==> src/rtl/mfp_uart_transmitter.sv <==
// FIFO-buffered UART transmitter: bytes in over valid/ready, 8N1 frames out on tx, LSB first.
// Define MFP_UART_TX_PARITY_EN to insert an even-parity bit (8E1, 11 bit periods per frame).
module mfp_uart_transmitter #(
   parameter int CLOCK_FREQUENCY = 50000000,
   parameter int BAUD_RATE       = 115200,
   parameter int FIFO_DEPTH_LOG2 = 3
) (
   input  logic                       clock,
   input  logic                       reset,
   input  logic [7:0]                 byte_data,
   input  logic                       byte_valid,
   output logic                       byte_ready,
   output logic                       tx,
   output logic                       busy,
   output logic [FIFO_DEPTH_LOG2:0]   fifo_count
);
   localparam int DIV   = CLOCK_FREQUENCY / BAUD_RATE;
   localparam int CW    = (DIV >= 2) ? $clog2(DIV) : 1;
   localparam int DEPTH = 1 << FIFO_DEPTH_LOG2;
   localparam int AW    = FIFO_DEPTH_LOG2;

   generate
      if (DIV < 2) begin : g_div_check
         $error("mfp_uart_transmitter: CLOCK_FREQUENCY / BAUD_RATE must be at least 2");
      end
   endgenerate

`ifdef MFP_UART_TX_PARITY_EN
   typedef enum logic [2:0] {IDLE, START, DATA, PARITY, STOP} state_t;
`else
   typedef enum logic [1:0] {IDLE, START, DATA, STOP} state_t;
`endif

   state_t          state_reg, state_next;
   logic [CW-1:0]   baud_reg, baud_next;
   logic [2:0]      bit_idx_reg, bit_idx_next;
   logic [7:0]      shift_reg, shift_next;
   logic            tx_reg, tx_next;
   logic            busy_reg, busy_next;
   logic [AW:0]     wr_ptr_reg, wr_ptr_next;
   logic [AW:0]     rd_ptr_reg, rd_ptr_next;
   logic [AW:0]     count_reg, count_next;
`ifdef MFP_UART_TX_PARITY_EN
   logic            parity_reg, parity_next;
`endif

   logic [7:0]      mem [0:DEPTH-1];
   logic [7:0]      head;
   logic            full, empty, push, pop, bit_end;

   // Extra pointer bit distinguishes full from empty when the index bits match.
   assign full    = (wr_ptr_reg[AW] != rd_ptr_reg[AW]) &&
                    (wr_ptr_reg[AW-1:0] == rd_ptr_reg[AW-1:0]);
   assign empty   = (wr_ptr_reg == rd_ptr_reg);
   assign push    = byte_valid && !full;
   assign head    = mem[rd_ptr_reg[AW-1:0]];
   assign bit_end = (baud_reg == CW'(DIV - 1));

   assign wr_ptr_next = wr_ptr_reg + (push ? 1'b1 : 1'b0);
   assign rd_ptr_next = rd_ptr_reg + (pop ? 1'b1 : 1'b0);
   assign count_next  = wr_ptr_next - rd_ptr_next;

   always_ff @(posedge clock) begin
      if (push) begin
         mem[wr_ptr_reg[AW-1:0]] <= byte_data;
      end
   end

   always_comb begin
      state_next   = state_reg;
      bit_idx_next = bit_idx_reg;
      shift_next   = shift_reg;
      pop          = 1'b0;
      baud_next    = (state_reg == IDLE || bit_end) ? '0 : baud_reg + 1'b1;
`ifdef MFP_UART_TX_PARITY_EN
      parity_next  = parity_reg;
`endif
      case (state_reg)
         IDLE: begin
            if (!empty) begin
               pop        = 1'b1;
               shift_next = head;
               state_next = START;
`ifdef MFP_UART_TX_PARITY_EN
               parity_next = ^head;
`endif
            end
         end
         START: begin
            if (bit_end) begin
               bit_idx_next = '0;
               state_next   = DATA;
            end
         end
         DATA: begin
            if (bit_end) begin
               shift_next = {1'b0, shift_reg[7:1]};
               if (bit_idx_reg == 3'd7) begin
`ifdef MFP_UART_TX_PARITY_EN
                  state_next = PARITY;
`else
                  state_next = STOP;
`endif
               end else begin
                  bit_idx_next = bit_idx_reg + 1'b1;
               end
            end
         end
`ifdef MFP_UART_TX_PARITY_EN
         PARITY: begin
            if (bit_end) begin
               state_next = STOP;
            end
         end
`endif
         STOP: begin
            // Reload straight into START when more data is queued: no idle gap.
            if (bit_end) begin
               if (!empty) begin
                  pop        = 1'b1;
                  shift_next = head;
                  state_next = START;
`ifdef MFP_UART_TX_PARITY_EN
                  parity_next = ^head;
`endif
               end else begin
                  state_next = IDLE;
               end
            end
         end
         default: state_next = IDLE;
      endcase

      case (state_next)
         START:   tx_next = 1'b0;
         DATA:    tx_next = shift_next[0];
`ifdef MFP_UART_TX_PARITY_EN
         PARITY:  tx_next = parity_next;
`endif
         default: tx_next = 1'b1;
      endcase

      busy_next = (state_next != IDLE) || (wr_ptr_next != rd_ptr_next);
   end

   always_ff @(posedge clock or posedge reset) begin
      if (reset) begin
         state_reg   <= IDLE;
         baud_reg    <= '0;
         bit_idx_reg <= '0;
         shift_reg   <= '0;
         tx_reg      <= 1'b1;
         busy_reg    <= 1'b0;
         wr_ptr_reg  <= '0;
         rd_ptr_reg  <= '0;
         count_reg   <= '0;
`ifdef MFP_UART_TX_PARITY_EN
         parity_reg  <= 1'b0;
`endif
      end else begin
         state_reg   <= state_next;
         baud_reg    <= baud_next;
         bit_idx_reg <= bit_idx_next;
         shift_reg   <= shift_next;
         tx_reg      <= tx_next;
         busy_reg    <= busy_next;
         wr_ptr_reg  <= wr_ptr_next;
         rd_ptr_reg  <= rd_ptr_next;
         count_reg   <= count_next;
`ifdef MFP_UART_TX_PARITY_EN
         parity_reg  <= parity_next;
`endif
      end
   end

   assign byte_ready = !full;
   assign tx         = tx_reg;
   assign busy       = busy_reg;
   assign fifo_count = count_reg;

endmodule
==> config.mk <==
export PLATFORM = sky130hd
export DESIGN_NAME = mfp_uart_transmitter
export DESIGN_NICKNAME = d
export VERILOG_FILES = /design/src/rtl/mfp_uart_transmitter.sv
export SDC_FILE = /design/constraint.sdc
export NUM_CORES = 1
export LEC_CHECK = 0
export BUFFER_PORTS_ARGS = -buffer_cell sky130_fd_sc_hd__buf_2
export CELL_PAD_IN_SITES_DETAIL_PLACEMENT = 0
export CELL_PAD_IN_SITES_GLOBAL_PLACEMENT = 1
export CORE_MARGIN = 8
export CORE_UTILIZATION = 35
export CTS_CLUSTER_SIZE = 24
export DETAILED_ROUTE_END_ITERATION = 7
export GPL_ROUTABILITY_DRIVEN = 1
export GPL_TIMING_DRIVEN = 1
export PLACE_DENSITY_LB_ADDON = 0.15
export SYNTH_ARGS = -nofsm -noshare
export SYNTH_HDL_FRONTEND = slang
export SYNTH_SLANG_ARGS = --single-unit
==> constraint.sdc <==
create_clock -name clock -period 2.85 [get_ports clock]
set_clock_uncertainty 0.2 [all_clocks]
set_input_delay 0.1425 -clock clock [delete_from_list [all_inputs] [get_ports clock]]
set_output_delay 0.1425 -clock clock [all_outputs]
set_load 0.01 [all_outputs]
==> flow_summary.ini <==
[outcome]
status = finished, final reports clean

[power]
powerDensity_mw_per_mm2 = 1050
max-vdd-ir-drop_mv = 0.549
p_leak_nw = 2.05

[floorplan]
die_w_um = 129
row_count = 41
coreArea_mm2 = 0.0126
initial_core_util = 0.358
die_h_um = 129
dieArea_mm2 = 0.0167
io_pins = 18

[synthesis]
synth_seq_cells = 100
syn-instance-count = 301
async_reset_ff_frac = 0.360
ys_seq_area_frac = 0.628
avgSynthCellArea_um2 = 14.9
ys.flop_type = edfxtp_1
synth_edf_count = 64
syn_area_mm2 = 0.00449
yosysWarningCount = 0
synth_cell_type_count = 51
syn-num-nets = 330

[placed_design]
hpwl_mm = 5.93
placed_cells = 499
port_buffers = 17
gp_congestion = 0.724
dp_slack_ps = 116

[global_route]
grt_first_pass_wirelength_mm = 14.5
overflow = 0
track_usage = 0.118
grt_antenna_before_repair = 0
grt_pass1_vias = 2654
grt_max_degree = 37

[layout]
stdcell_count = 526
nets = 378
layout_commonest_cell = edfxtp_1
final_cell_mix = 64 x edfxtp_1, 35 x dfrtp_1, 31 x nor2_1, 21 x buf_4, 17 x buf_2
area.growth.synth_to_final_pct = 18.0
drive_gt1_frac = 0.226
utilization = 0.422
largest_register_ff_count = 64
n_antenna_cell = 0

[detailed_routing]
viasPerCell = 4.84
route.detailed.drc = 0
initialDrtViolationCount = 98
vias = 2545
drtAntennaViolNets = 0
wire_per_inst_um = 17.1
firstDrtPassIters = 5
routed_wl_mm = 9.01

[worst_setup_path]
cp.required_ps = 2920
worstSetupStartpoint = baud_reg[1]
worstReg2RegStart = baud_reg[1]
critPathMaxStageDelay_ps = 400
crit_path_cell_trace = inv_1 -> ha_1 -> and4b_2 -> a31oi_4 -> nor3_2 -> ha_2 -> ha_1 -> inv_1 -> ha_1 -> a21o_1 -> a21oi_2 -> xnor2_1
end_kind = flip-flop
crit_type = reg2reg
cp-start-kind = flip-flop
cp_common_cell = ha_1
critPathMaxFanout = 4
worstPathArrival_ps = 2760
critPathSlowestCell = dfrtp_1

[cts]
clockBufferDepth = 2
tritoncts = yes
cts_root_buf = clkbuf_16
numCtsBuffers = 9
insertion_delay_ps = 350
clock_sinks = 100
clk_pin_slew_ps = 70
htree_num_levels = 3

[timing]
finalSetupViolations = 0
period_share = 0.944
relSlewSlack = 0.348
hold_viol = 0
layout_min_cycle_time_ps = 2690
setup_slack_ps = 160
drv_slew = 0
tns_ps = 0
max_freq_mhz = 372
tightest_slew_ps = 974

[worst_hold_path]
worstHoldPathType = in2reg
holdCritStartpoint = byte_valid

[job]
maxCapViolCount = 0
power breakdown:
group / switching [W] / internal (W) / total (W)
Combinational: 0.00130 / 0.00105 / 0.00235
Clock: 0.000568 / 0.000615 / 0.00118
Sequential: 0.000147 / 0.00188 / 0.00203
Total: 0.00201 / 0.00355 / 0.00556
Yosys cell counts, types with 3 or more instances:
cell type / number / share of area
nor3_1: 5 / 0.0056
o21ai_1: 8 / 0.0089
mux2i_1: 9 / 0.020
nand2_1: 4 / 0.0033
buf_2: 4 / 0.0045
a22o_1: 5 / 0.0097
mux4_1: 4 / 0.023
o21ai_0: 6 / 0.0067
ha_1: 17 / 0.047
xor2_1: 5 / 0.0097
xnor2_1: 11 / 0.021
nor2_1: 31 / 0.026
clkbuf_1: 3 / 0.0025
inv_1: 14 / 0.012
dfrtp_1: 35 / 0.19
a21oi_1: 11 / 0.012
a22oi_1: 7 / 0.012
nand3_1: 8 / 0.0089
mux4_2: 12 / 0.060
nand2b_1: 5 / 0.0070
edfxtp_1: 64 / 0.43
routing by layer:
layer	up-vias	share of wire	global-route usage
met3	9	0.031	0.0337
met2	29	0.50	0.200
met4	0	0.014	0.0415
met5	-	0	0
li1	1231	-	-
met1	1276	0.46	0.141
final cells by class:
type                            instances  area [um2]
Multi-Input combinational cell        177        1590
Fill cell                            1170        7260
Clock buffer                            9         225
Sequential cell                       100        2820
Inverter                               14        52.6
Clock inverter                          7        63.8
Timing Repair Buffer                   47         333
Tap cell                              172         215
critical path: cells and delay by family (launching register included):
family / cells / cell delay, ps
AO/OA/AOI/OAI: 3 / 420
buffers and inverters: 2 / 160
flip-flops: 1 / 400
adder cells (fa/ha/maj): 4 / 850
AND/OR/NAND/NOR: 2 / 480
XOR/XNOR: 1 / 120
worst paths after layout:
check	end	slack, ps	cells after the start
worst min-delay path	wr_ptr_reg[0]	30	3
worst max-delay path	fifo_count[3]	160	12
worst max register to register	fifo_count[3]	160	12
worst min register to register	wr_ptr_reg[3]	330	1
min in group asynchronous	fifo_count[3]	250	4
max in group asynchronous	tx	1850	4
logic make-up after synthesis:
logic type | count (synthesis) | synth area share
mux | 25 | 0.104
simple gates | 70 | 0.0852
flops | 100 | 0.628
buf+inv | 24 | 0.0237
fa+ha+maj | 18 | 0.0518
compound gates | 46 | 0.0665
xor+xnor | 18 | 0.0409
stage by stage:
| stage | hold slack [ps] | power (W) | area, um2 |
|---|---|---|---|
| final | 26.9 | 0.00556 | 5310 |
| after global routing | 46.8 | 0.00597 | 5310 |
| after CTS | 21.1 | 0.00564 | 5270 |
| after detailed placement | 87.6 | 0.00442 | 4890 |
| after global placement | 84.7 | 0.00443 | 4890 |
| after floorplan | 41.4 | 0.00372 | 4500 |
what timing repair did:
item / 4_1_cts / 5_1_grt
hold buffers: 9 / 0
buffers inserted: 0 / 2
resized for setup: 0 / 4
endpoints found under the hold margin: 99 / 0
endpoints found under the setup margin: 0 / 2
Power figures use the tool's default switching activity.
